==> config.mk <==
export PLATFORM = sky130hd
export DESIGN_NAME = uart_rx_sampler_flat
export DESIGN_NICKNAME = d
export VERILOG_FILES = /design/src/rtl/uart_rx_sampler_if.sv /design/src/rtl/uart_rx_sampler.sv /design/src/flat_wrapper.sv
export SDC_FILE = /design/constraint.sdc
export NUM_CORES = 1
export LEC_CHECK = 0
export CAP_MARGIN = 20
export CORE_MARGIN = 10
export CORE_UTILIZATION = 55
export CTS_CLUSTER_SIZE = 30
export DETAILED_ROUTE_END_ITERATION = 12
export PLACE_DENSITY = 0.8
export SYNTH_ARGS = -nofsm -noshare
export SYNTH_HDL_FRONTEND = slang
export SYNTH_SLANG_ARGS = --single-unit
==> constraint.sdc <==
create_clock -name clk -period 2.15 [get_ports clk]
set_clock_uncertainty 0.1 [all_clocks]
set_input_delay 0.645 -clock clk [delete_from_list [all_inputs] [get_ports clk]]
set_output_delay 0.645 -clock clk [all_outputs]
set_load 0.01 [all_outputs]
==> src/rtl/uart_rx_sampler_if.sv <==
// Serial-receive bundle: the line input plus the received-byte strobes and status.
interface uart_rx_sampler_if;
  logic       rx;
  logic [7:0] data;
  logic       valid;
  logic       frame_err;
  logic       busy;

  modport master (
    output rx,
    input  data,
    input  valid,
    input  frame_err,
    input  busy
  );

  modport slave (
    input  rx,
    output data,
    output valid,
    output frame_err,
    output busy
  );
endinterface

==> src/rtl/uart_rx_sampler.sv <==
// 8N1 UART receiver: synchronises rx, finds the start-bit centre, then samples
// each bit one bit period apart and strobes the byte or a framing error.
module uart_rx_sampler #(
  parameter int unsigned CLKS_PER_BIT = 10417
) (
  input  logic                     clk,
  input  logic                     rst_n,
  uart_rx_sampler_if.slave         sif
);

  localparam int unsigned HALF_BIT = CLKS_PER_BIT / 2;
  localparam int unsigned CntW     = $clog2(CLKS_PER_BIT);

  localparam logic [CntW-1:0] CntLast = CntW'(CLKS_PER_BIT - 1);
  localparam logic [CntW-1:0] CntHalf = CntW'(HALF_BIT - 1);

  typedef enum logic [2:0] {
    StIdle     = 3'd0,
    StStart    = 3'd1,
    StData     = 3'd2,
    StStop     = 3'd3,
    StWaitIdle = 3'd4
  } state_e;

  state_e          state_q;
  logic            rx_meta_q;
  logic            rx_s_q;
  logic [CntW-1:0] clk_cnt_q;
  logic [2:0]      bit_idx_q;
  logic [7:0]      shift_q;
  logic [7:0]      data_q;
  logic            valid_q;
  logic            frame_err_q;

  always_ff @(posedge clk or negedge rst_n) begin
    if (!rst_n) begin
      state_q     <= StIdle;
      rx_meta_q   <= 1'b1;
      rx_s_q      <= 1'b1;
      clk_cnt_q   <= '0;
      bit_idx_q   <= '0;
      shift_q     <= '0;
      data_q      <= '0;
      valid_q     <= 1'b0;
      frame_err_q <= 1'b0;
    end else begin
      rx_meta_q   <= sif.rx;
      rx_s_q      <= rx_meta_q;
      valid_q     <= 1'b0;
      frame_err_q <= 1'b0;

      case (state_q)
        StIdle: begin
          clk_cnt_q <= '0;
          bit_idx_q <= '0;
          if (!rx_s_q) state_q <= StStart;
        end

        StStart: begin
          if (clk_cnt_q == CntHalf) begin
            clk_cnt_q <= '0;
            bit_idx_q <= '0;
            // Line back high at the start-bit centre: treat as a glitch.
            state_q   <= rx_s_q ? StIdle : StData;
          end else begin
            clk_cnt_q <= clk_cnt_q + CntW'(1);
          end
        end

        StData: begin
          if (clk_cnt_q == CntLast) begin
            clk_cnt_q          <= '0;
            shift_q[bit_idx_q] <= rx_s_q;
            if (bit_idx_q == 3'd7) begin
              state_q <= StStop;
            end else begin
              bit_idx_q <= bit_idx_q + 3'd1;
            end
          end else begin
            clk_cnt_q <= clk_cnt_q + CntW'(1);
          end
        end

        StStop: begin
          if (clk_cnt_q == CntLast) begin
            clk_cnt_q <= '0;
            data_q    <= shift_q;
            if (rx_s_q) begin
              valid_q <= 1'b1;
              state_q <= StIdle;
            end else begin
              frame_err_q <= 1'b1;
              state_q     <= StWaitIdle;
            end
          end else begin
            clk_cnt_q <= clk_cnt_q + CntW'(1);
          end
        end

        // Hold off while the line is in break so it cannot decode as new frames.
        StWaitIdle: begin
          clk_cnt_q <= '0;
          if (rx_s_q) state_q <= StIdle;
        end

        default: begin
          state_q   <= StIdle;
          clk_cnt_q <= '0;
          bit_idx_q <= '0;
        end
      endcase
    end
  end

  assign sif.data      = data_q;
  assign sif.valid     = valid_q;
  assign sif.frame_err = frame_err_q;
  assign sif.busy      = (state_q != StIdle);

endmodule

==> src/flat_wrapper.sv <==
// flat-port wrapper written by rule: the top's interface ports become plain ports
module uart_rx_sampler_flat 
#(
  parameter int unsigned CLKS_PER_BIT = 10417
)
  (clk, rst_n, sif_rx, sif_data, sif_valid, sif_frame_err, sif_busy);
  uart_rx_sampler_if sif_i ();
  input  logic clk;
  input  logic rst_n;
  input wire logic [$bits(sif_i.rx)-1:0] sif_rx;
  output wire logic [$bits(sif_i.data)-1:0] sif_data;
  output wire logic [$bits(sif_i.valid)-1:0] sif_valid;
  output wire logic [$bits(sif_i.frame_err)-1:0] sif_frame_err;
  output wire logic [$bits(sif_i.busy)-1:0] sif_busy;
  assign sif_i.rx = sif_rx;
  assign sif_data = sif_i.data;
  assign sif_valid = sif_i.valid;
  assign sif_frame_err = sif_i.frame_err;
  assign sif_busy = sif_i.busy;
  uart_rx_sampler #(.CLKS_PER_BIT(CLKS_PER_BIT)) u_core (.clk(clk), .rst_n(rst_n), .sif(sif_i));
endmodule
==> results of run 1 <==
-- layout make-up --
| cell class | count | share of cell area [%] |
|---|---|---|
| flip-flops and latches | 40 | 44.1 |
| multi-input cells | 122 | 40.6 |
| repair buffers | 26 | 9.58 |
| well taps | 46 | 2.53 |
| clock buffers | 6 | 1.82 |
| inverters | 5 | 0.826 |
| clock inverters | 2 | 0.550 |
-- worst max-delay path: stages (launching register included) --
cell     delay [ps]
dfrtp_1         440
inv_1            70
ha_1            130
nor3b_4         220
and4_4          320
and3_2          300
mux2_2          360
-- worst paths after layout --
path / slack [ps] / depth (start not counted) / end
max: 110 / 6 / u_core.sif.data[3]
min: 210 / 2 / u_core.state_q[2]
max reg2reg: 110 / 6 / u_core.sif.data[3]
min reg2reg: 260 / 0 / u_core.rx_s_q
max in group asynchronous: 1350 / 2 / u_core.rx_meta_q
min in group clk: 260 / 0 / u_core.rx_s_q
-- registers in the layout, summed over array words and instances (netlist names) --
register / count
u_core.bit_idx_q: 3
u_core.clk_cnt_q: 14
u_core.rx_meta_q: 1
u_core.rx_s_q: 1
u_core.shift_q: 8
u_core.sif.data: 8
u_core.sif.frame_err: 1
u_core.sif.valid: 1
u_core.state_q: 3
-- logic make-up (layout without fill, tap and decap cells) --
family	count (synthesis)	in the layout	synth area share (%)
AOI/OAI and AO/OA	11	11	4.60
xor gates and xnor gates	12	12	5.30
adders and majority gates	4	4	2.52
buffers and inverters	13	39	3.59
DFF	40	40	50.6
muxes	16	16	9.08
and+or+nand+nor	79	79	24.3
-- cell usage in the layout, fill, tap and decap left out, types with 2 or more instances in the layout --
cell	netlist	layout
a211o_1	3	3
and3_1	3	3
and4_2	3	3
buf_2	3	2
buf_4	1	13
clkbuf_4	0	5
clkdlybuf4s50_1	0	11
dfrtp_1	38	38
dfstp_2	2	2
ha_1	4	4
inv_1	5	5
mux2_2	16	16
nand2_1	5	5
nand2b_1	2	2
nand3_1	8	8
nand4_1	5	5
nand4b_1	3	3
nor2_1	22	22
nor2b_1	6	6
nor3_1	4	4
nor4_1	5	4
o21ai_0	2	2
xnor2_1	10	10
xor2_1	2	2
-- timing repair --
item	in CTS	in global routing
gates resized for setup	3	3
pin swaps	0	1
endpoints found under the setup margin	1	8
hold endpoints to repair	0	0
buffers inserted	2	3
-- report_power, final --
group          leakage (nW)  internal [mW]  total, mW  switching, mW
clock                0.0282          0.126      0.370          0.244
sequential            0.537          0.756      0.759        0.00360
combinational         0.503        0.00376     0.0180         0.0142
-- routing by layer --
| layer | up-vias | global-route usage, % |
|---|---|---|
| met4 | 0 | 5.81 |
| met5 | - | 0 |
| met2 | 20 | 18.9 |
| li1 | 672 | - |
| met3 | 6 | 4.57 |
| met1 | 683 | 15.4 |
-- per-stage QoR --
step / instance area (um^2) / power [mW] / setup slack [ps] / utilization [%]
2_1_floorplan: 1980 / 0.773 / 281 / -
3_3_place_gp: 2170 / 0.792 / 163 / 63.7
3_5_place_dp: 2170 / 0.793 / 107 / 63.7
4_1_cts: 2240 / 1.16 / 12.1 / 65.7
5_1_grt: 2270 / 1.20 / 15.8 / 66.6
6_report: 2270 / 1.15 / 106 / 66.6
==> flow_summary_export.csv, run 1 <==
group,metric,value,unit
sta,setup_viol_count_final,0,
outcome,status,"completed",
sta,timing.final.crit_share,95.1,%
die,coreArea,3420,um^2
setup_path,critPathArrivalTime,2180,ps
logic_synthesis,yosysTopAreaCell,"dfrtp_1",
clock_tree,hold_buffers,0,
logic_synthesis,synthTopCellsByCount,"38 x dfrtp_1, 22 x nor2_1, 16 x mux2_2, 10 x xnor2_1, 8 x nand3_1",
final_layout,regArea,1000,um^2
final_layout,multiInputGateArea,922,um^2
sta,relSlewSlack,67.6,%
logic_synthesis,synth-main-ff-cell,"dfrtp_1",
drt,top_layer_used,"met4",
sta,fin_hold_ws,209,ps
sta,slew_violations,0,
final_layout,instances_no_fill,247,
global_routing,grt_pass1_vias,1356,
logic_synthesis,synth_most_common_cell,"dfrtp_1",
logic_synthesis,synthDistinctLibCells,43,
logic_synthesis,avgSynthCellArea,11.3,um^2
placed_design,dp_hpwl,2600,um
sta,timing.fmax,489,MHz
drt,met1_length,1730,um
power,ir_worst_vdd,0.483,mV
drt,drc_errors,0,
logic_synthesis,synth_edf_count,0,
drt,dr_wl_met2,1690,um
logic_synthesis,synth_area_leaders,"dfrtp_1 48%, mux2_2 9.1%, xnor2_1 4.4%",
logic_synthesis,syn_nets,182,
logic_synthesis,ys_seq_area_share,50.6,%
drt,drt-initial-drc-count,69,
die,ioPinCount,14,
clock_tree,clockBufferDepth,2,
die,die_area,6410,um^2
setup_path,critPathMaxFanout,10,
drt,antenna_left,0,
drt,drt_wl_total,3650,um
sta,fin_setup_tns,0,ps
sta,worst_pin_slew,486,ps
min_path,hp-class,"primary input to async pin",
logic_synthesis,syn_inst,175,
global_routing,grt_antenna_before_repair,0,
logic_synthesis,async_flop_share,100,%
global_routing,grt.total_usage,12.5,%
sta,rsz0062_at_grt,"no",
clock_tree,cts_root_buf,"clkbuf_4",
logic_synthesis,yosys_warnings,0,
setup_path,rr_startpoint,"u_core.clk_cnt_q[1]",
power,powerDensity,505,nW/um^2
drt,wl_met3,160,um
run,cap_violations,0,
placed_design,dp.cells,234,
die,die_h,80.1,um
final_layout,fillers,271,
power,total_leakage_power,1.07,nW
setup_path,crit_required,2290,ps
drt,wire_per_inst,14.8,um
clock_tree,htree_levels,2,
global_routing,grt_max_degree,41,
drt,drtPass1Iterations,4,
sta,layout_min_cycle_time,2040,ps
final_layout,antennaDiodeCount,0,
clock_tree,cts_tree,"done",
clock_tree,cts.sinks,40,
logic_synthesis,synth.top_cell.area_share,47.9,%
setup_path,cp-start-kind,"register",
placed_design,routabilityCongestion,0.858,
global_routing,grt_overflow,0,
placed_design,io_buffers,13,
logic_synthesis,ys_seq_elements,40,
die,start_util,58.1,%
setup_path,critPathKind,"register to register",
final_layout,syn2layout_area_growth,14.6,%
sta,hold_viol_final,0,
drt,via_count,1381,
global_routing,grt_pass1_wl,6420,um
setup_path,startpoint,"u_core.clk_cnt_q[1]",
setup_path,cp-end-kind,"register",
clock_tree,cts_buffers,5,
clock_tree,clk_latency,370,ps
die,die-width,80.1,um
drt,vias_per_cell,5.59,
final_layout,finalNetCount,207,
final_layout,drive_gt1_share,26.4,%
clock_tree,clkTransAtPathRegs,140,ps
logic_synthesis,synthesis.area,1980,um^2
die,rows,21,
Note: power is estimated with default switching activity, not from simulation.
==> run 2, diff against run 1 <==
- CORE_MARGIN: 10 -> 2
- CORE_UTILIZATION: 55 -> 58
- PLACE_DENSITY: 0.8 -> 0.84
==> flow_summary_export.csv, run 2 (synthesis gave the netlist of run 1 again) <==
group,metric,value,unit
setup_path,crit_cells,6,
die,coreArea,3310,um^2
setup_path,endpoint,"u_core.shift_q[3]",
clock_tree,clkTransAtPathRegs,120,ps
die,die_h,62.5,um
setup_path,critical_path.top_delay_family,"simple AND/OR/NAND/NOR gates",
drt,dr_wl_met2,2000,um
final_layout,fillers,250,
clock_tree,hold_buffers,0,
drt,wl_met3,117,um
drt,drtPass1Iterations,4,
clock_tree,cts.sinks,40,
setup_path,crit_slowest_cell,"dfrtp_1",
power,ir_worst_vdd,0.338,mV
power,power,1.18,mW
setup_path,critPathMaxFanout,5,
power,total_leakage_power,1.06,nW
clock_tree,cts_tree,"done",
setup_path,max_stage_delay,400,ps
die,die_area,3910,um^2
final_layout,layout_commonest_cell,"dfrtp_1",
final_layout,largest_reg_flops,14,
drt,drt_wl_total,3810,um
final_layout,final_area,2260,um^2
sta,timing.fmax,489,MHz
clock_tree,cts_buffers,5,
sta,rsz0062_at_grt,"no",
min_path,hp-class,"primary input to async pin",
setup_path,crit_required,2290,ps
die,ioPinCount,14,
placed_design,routabilityCongestion,0.887,
die,start_util,59.9,%
setup_path,cp.buffers_inverters,2,
clock_tree,htree_levels,2,
final_layout,syn2layout_area_growth,14.0,%
global_routing,grt_overflow,0,
setup_path,r2r_slack,110,ps
sta,fin_hold_ws,234,ps
die,die-width,62.5,um
setup_path,startpoint,"u_core.state_q[2]",
drt,wire_per_inst,15.5,um
setup_path,reg2reg_depth,6,
drt,antenna_left,0,
drt,met1_length,1590,um
drt,vias_per_cell,5.79,
die,rows,21,
power,powerDensity,520,nW/um^2
setup_path,rr_startpoint,"u_core.state_q[2]",
final_layout,top_register,"u_core.clk_cnt_q",
setup_path,cp-end-kind,"register",
placed_design,io_buffers,13,
setup_path,reg2reg_to,"u_core.shift_q[3]",
final_layout,antennaDiodeCount,0,
placed_design,dpl_cell_area,2180,um^2
setup_path,critPathKind,"register to register",
outcome,status,"completed",
setup_path,crit_path_frequent_cell,"buf_4",
sta,hold_viol_final,0,
global_routing,grt_pass1_wl,6630,um
placed_design,dp_hpwl,2670,um
drt,top_layer_used,"met4",
clock_tree,clk_latency,350,ps
run,cap_violations,0,
global_routing,grt_antenna_before_repair,0,
global_routing,grt_max_degree,41,
drt,drc_errors,0,
clock_tree,cts_root_buf,"clkbuf_4",
sta,layout_min_cycle_time,2040,ps
setup_path,critPathArrivalTime,2180,ps
sta,slew_violations,0,
final_layout,finalNetCount,206,
global_routing,grt.total_usage,21.7,%
sta,setup_viol_count_final,0,
clock_tree,clockBufferDepth,2,
final_layout,final_cell_mix,"38 x dfrtp_1, 22 x nor2_1, 16 x mux2_2",
drt,via_count,1424,
final_layout,drive_gt1_share,25.5,%
sta,fin_setup_tns,0,ps
drt,drt-initial-drc-count,76,
setup_path,cp-start-kind,"register",
sta,timing.final.crit_share,95.1,%
sta,relSlewSlack,67.7,%
setup_path,critical_path.cell_chain,"buf_4, buf_4, nor2b_1, nand2b_1, nor4_1, mux2_2",
sta,worst_pin_slew,484,ps
global_routing,grt_pass1_vias,1420,
-- run 2: cell types whose count changed in the layout (fill, tap and decap cells not counted) --
cell / change
clkinv_2: -1
nor4_2: -1
nor3b_2: +1
nor3b_4: -1
clkbuf_2: +1
nor4_1: +1
buf_4: -1
buf_2: -1
clkbuf_8: +1
-- run 2: metal layers --
layer / GRT usage, % / vias to the layer above
met1: 25.2 / 704
met3: 5.59 / 12
met2: 37.0 / 37
met4: 11.1 / 0
met5: 0 / -
li1: - / 671
-- run 2: through the flow --
stage          worst slack [ps]  instances  util [%]
6_report                    105        246      68.3
2_1_floorplan               281        175         -
5_1_grt                    8.58        246      68.3
3_3_place_gp                168        235      65.9
4_1_cts                    5.79        245      68.2
3_5_place_dp               91.1        235      65.9
-- run 2: how the worst min path moves through the flow --
stage	slack, ps	to	cells past startpoint
detailed placement	250	u_core.rx_s_q	0
finish	230	u_core.shift_q[5]	2
CTS	240	u_core.sif.frame_err	2
global route	250	u_core.sif.frame_err	2
floorplan	250	u_core.bit_idx_q[0]	0
global placement	250	u_core.rx_s_q	0
-- run 2: worst reg2reg max path, stage by stage (launching register included) --
cell,delay (ps)
dfrtp_1,400
buf_4,130
buf_4,140
nor2b_1,370
nand2b_1,160
nor4_1,270
mux2_2,370
-- run 2: cell type report --
type	count	area, um^2	share of cell area [%]
flip-flops and latches	40	1000	44.4
multi-input cells	122	910	40.2
repair buffers	25	210	9.29
well taps	46	57.6	2.54
clock buffers	7	55.1	2.43
inverters	5	18.8	0.830
clock inverters	1	7.51	0.332
-- run 2: what timing repair did --
| item | 4_1_cts | 5_1_grt |
|---|---|---|
| gates resized for setup | 1 | 2 |
| buffers inserted | 2 | 1 |
| setup endpoints to repair | 1 | 1 |
-- run 2: report_power, final --
group          internal, mW  switching, mW
clock                 0.160          0.237
sequential            0.755        0.00130
combinational       0.00499         0.0173
==> run 3, diff against run 2 <==
- CORE_UTILIZATION: 58 -> 60
- CTS_BUF_LIST: not set -> sky130_fd_sc_hd__clkbuf_4
- PLACE_DENSITY: 0.84 -> 0.86
- clock period: 2.15 -> 2.6 ns (I/O delays scaled with it)
==> flow_summary_export.csv, run 3 (synthesis gave the netlist of run 1 again) <==
group,metric,value,unit
clock_tree,ctsResizeCount,0,
global_routing,grt_pass1_vias,1320,
setup_path,cp-start-kind,"register",
power,powerDensity,435,nW/um^2
clock_tree,hold_buffers,0,
sta,setup_viol_count_final,0,
min_path,hp-class,"register to register",
die,ioPinCount,14,
drt,wire_per_inst,15.1,um
clock_tree,clk_latency,340,ps
drt,drt-initial-drc-count,57,
drt,antenna_left,0,
die,start_util,64.0,%
placed_design,dp_hpwl,2510,um
die,die_h,61.5,um
power,total_leakage_power,1.01,nW
final_layout,syn2layout_area_growth,9.65,%
sta,timing.fmax,396,MHz
sta,rsz0062_at_grt,"no",
sta,slew_violations,0,
setup_path,critPathMaxFanout,11,
setup_path,critPathArrivalTime,1650,ps
global_routing,grt_overflow,0,
die,coreArea,3100,um^2
drt,drc_errors,0,
clock_tree,clkTransAtPathRegs,100,ps
placed_design,io_buffers,13,
clock_tree,clockBufferDepth,2,
final_layout,top_register,"u_core.clk_cnt_q",
clock_tree,cts.sinks,40,
clock_tree,cts_tree,"done",
placed_design,routabilityCongestion,0.857,
final_layout,post-route-util,70.1,%
final_layout,final_cell_mix,"38 x dfrtp_1, 22 x nor2_1, 16 x mux2_2",
clock_tree,htree_levels,2,
power,ir_worst_vdd,0.265,mV
die,rows,20,
setup_path,crit_required,1720,ps
run,cap_violations,0,
sta,timing.final.crit_share,97.2,%
sta,hold_viol_final,0,
drt,vias_per_cell,5.80,
clock_tree,post-cts-setup-buffers,0,
drt,drtPass1Iterations,4,
sta,relSlewSlack,59.2,%
outcome,status,"completed",
global_routing,grt_max_degree,41,
die,die-width,61.5,um
final_layout,layout_commonest_cell,"dfrtp_1",
global_routing,grt_antenna_before_repair,0,
final_layout,finalNetCount,195,
clock_tree,cts_root_buf,"clkbuf_4",
die,die_area,3780,um^2
global_routing,grt.total_usage,21.5,%
global_routing,grt_pass1_wl,5960,um
drt,via_count,1352,
sta,worst_pin_slew,609,ps
final_layout,antennaDiodeCount,0,
sta,layout_min_cycle_time,2530,ps
sta,fin_setup_tns,0,ps
drt,drt_wl_total,3530,um
setup_path,cp-end-kind,"primary output",
setup_path,critPathKind,"register to primary output",
final_layout,largest_reg_flops,14,
clock_tree,cts_buffers,5,
final_layout,drive_gt1_share,20.6,%
==> run 3: cell types whose count changed in the layout (fill, tap and decap cells not counted) <==
cell and delta:
buf_4 -11, clkbuf_4 +2, clkbuf_1 -1, clkbuf_2 -1, clkbuf_8 -1, clkdlybuf4s50_1 +1, clkinv_1 +1, clkinvlp_4 -1
==> run 3: power breakdown <==
group          leakage, nW  switching (mW)  total (mW)  internal, mW
sequential           0.537         0.00309       0.628         0.625
clock               0.0338           0.179       0.304         0.125
combinational        0.438          0.0118      0.0149       0.00313
==> run 3: final timing paths <==
check | startpoint | endpoint | slack (ps) | cells past startpoint
max | u_core.state_q[0] | sif_busy | 70 | 2
min | u_core.rx_meta_q | u_core.rx_s_q | 260 | 0
max reg2reg | u_core.clk_cnt_q[3] | u_core.sif.data[7] | 450 | 4
max in group asynchronous | rst_n | u_core.rx_meta_q | 1670 | 2
min reg2reg | u_core.rx_meta_q | u_core.rx_s_q | 260 | 0
min in group asynchronous | rst_n | u_core.sif.data[5] | 380 | 2
==> run 3: cell type report <==
class,instances,area (um^2)
well taps,44,55.1
flip-flops and latches,40,1000
multi-input cells,122,910
clock inverters,1,3.75
inverters,5,18.8
clock buffers,7,52.6
repair buffers,14,133
fillers,246,927
==> run 3: critical path: stages (launching register included) <==
cell and delay [ps]:
dfrtp_1 480, or3_1 350, clkdlybuf4s50_1 480
==> run 3: metrics by stage <==
| stage | cells | hold WS [ps] | area, um^2 | setup WS, ps | power, mW |
|---|---|---|---|---|---|
| after floorplan | 175 | 245 | 1980 | 731 | 0.640 |
| after global placement | 225 | 247 | 2120 | 484 | 0.655 |
| after detailed placement | 225 | 247 | 2120 | 444 | 0.656 |
| after CTS | 233 | 266 | 2180 | 67.1 | 0.960 |
| after global routing | 233 | 270 | 2180 | 30.6 | 0.989 |
| final | 233 | 262 | 2180 | 73.4 | 0.947 |
==> run 3: metal layers <==
metal / up-vias / GRT usage [%] / wire (um)
met5: - / 0 / 0
met4: 0 / 8.81 / 51
met3: 7 / 3.99 / 122
met2: 29 / 37.9 / 1920
met1: 672 / 25.7 / 1430
li1: 644 / - / -
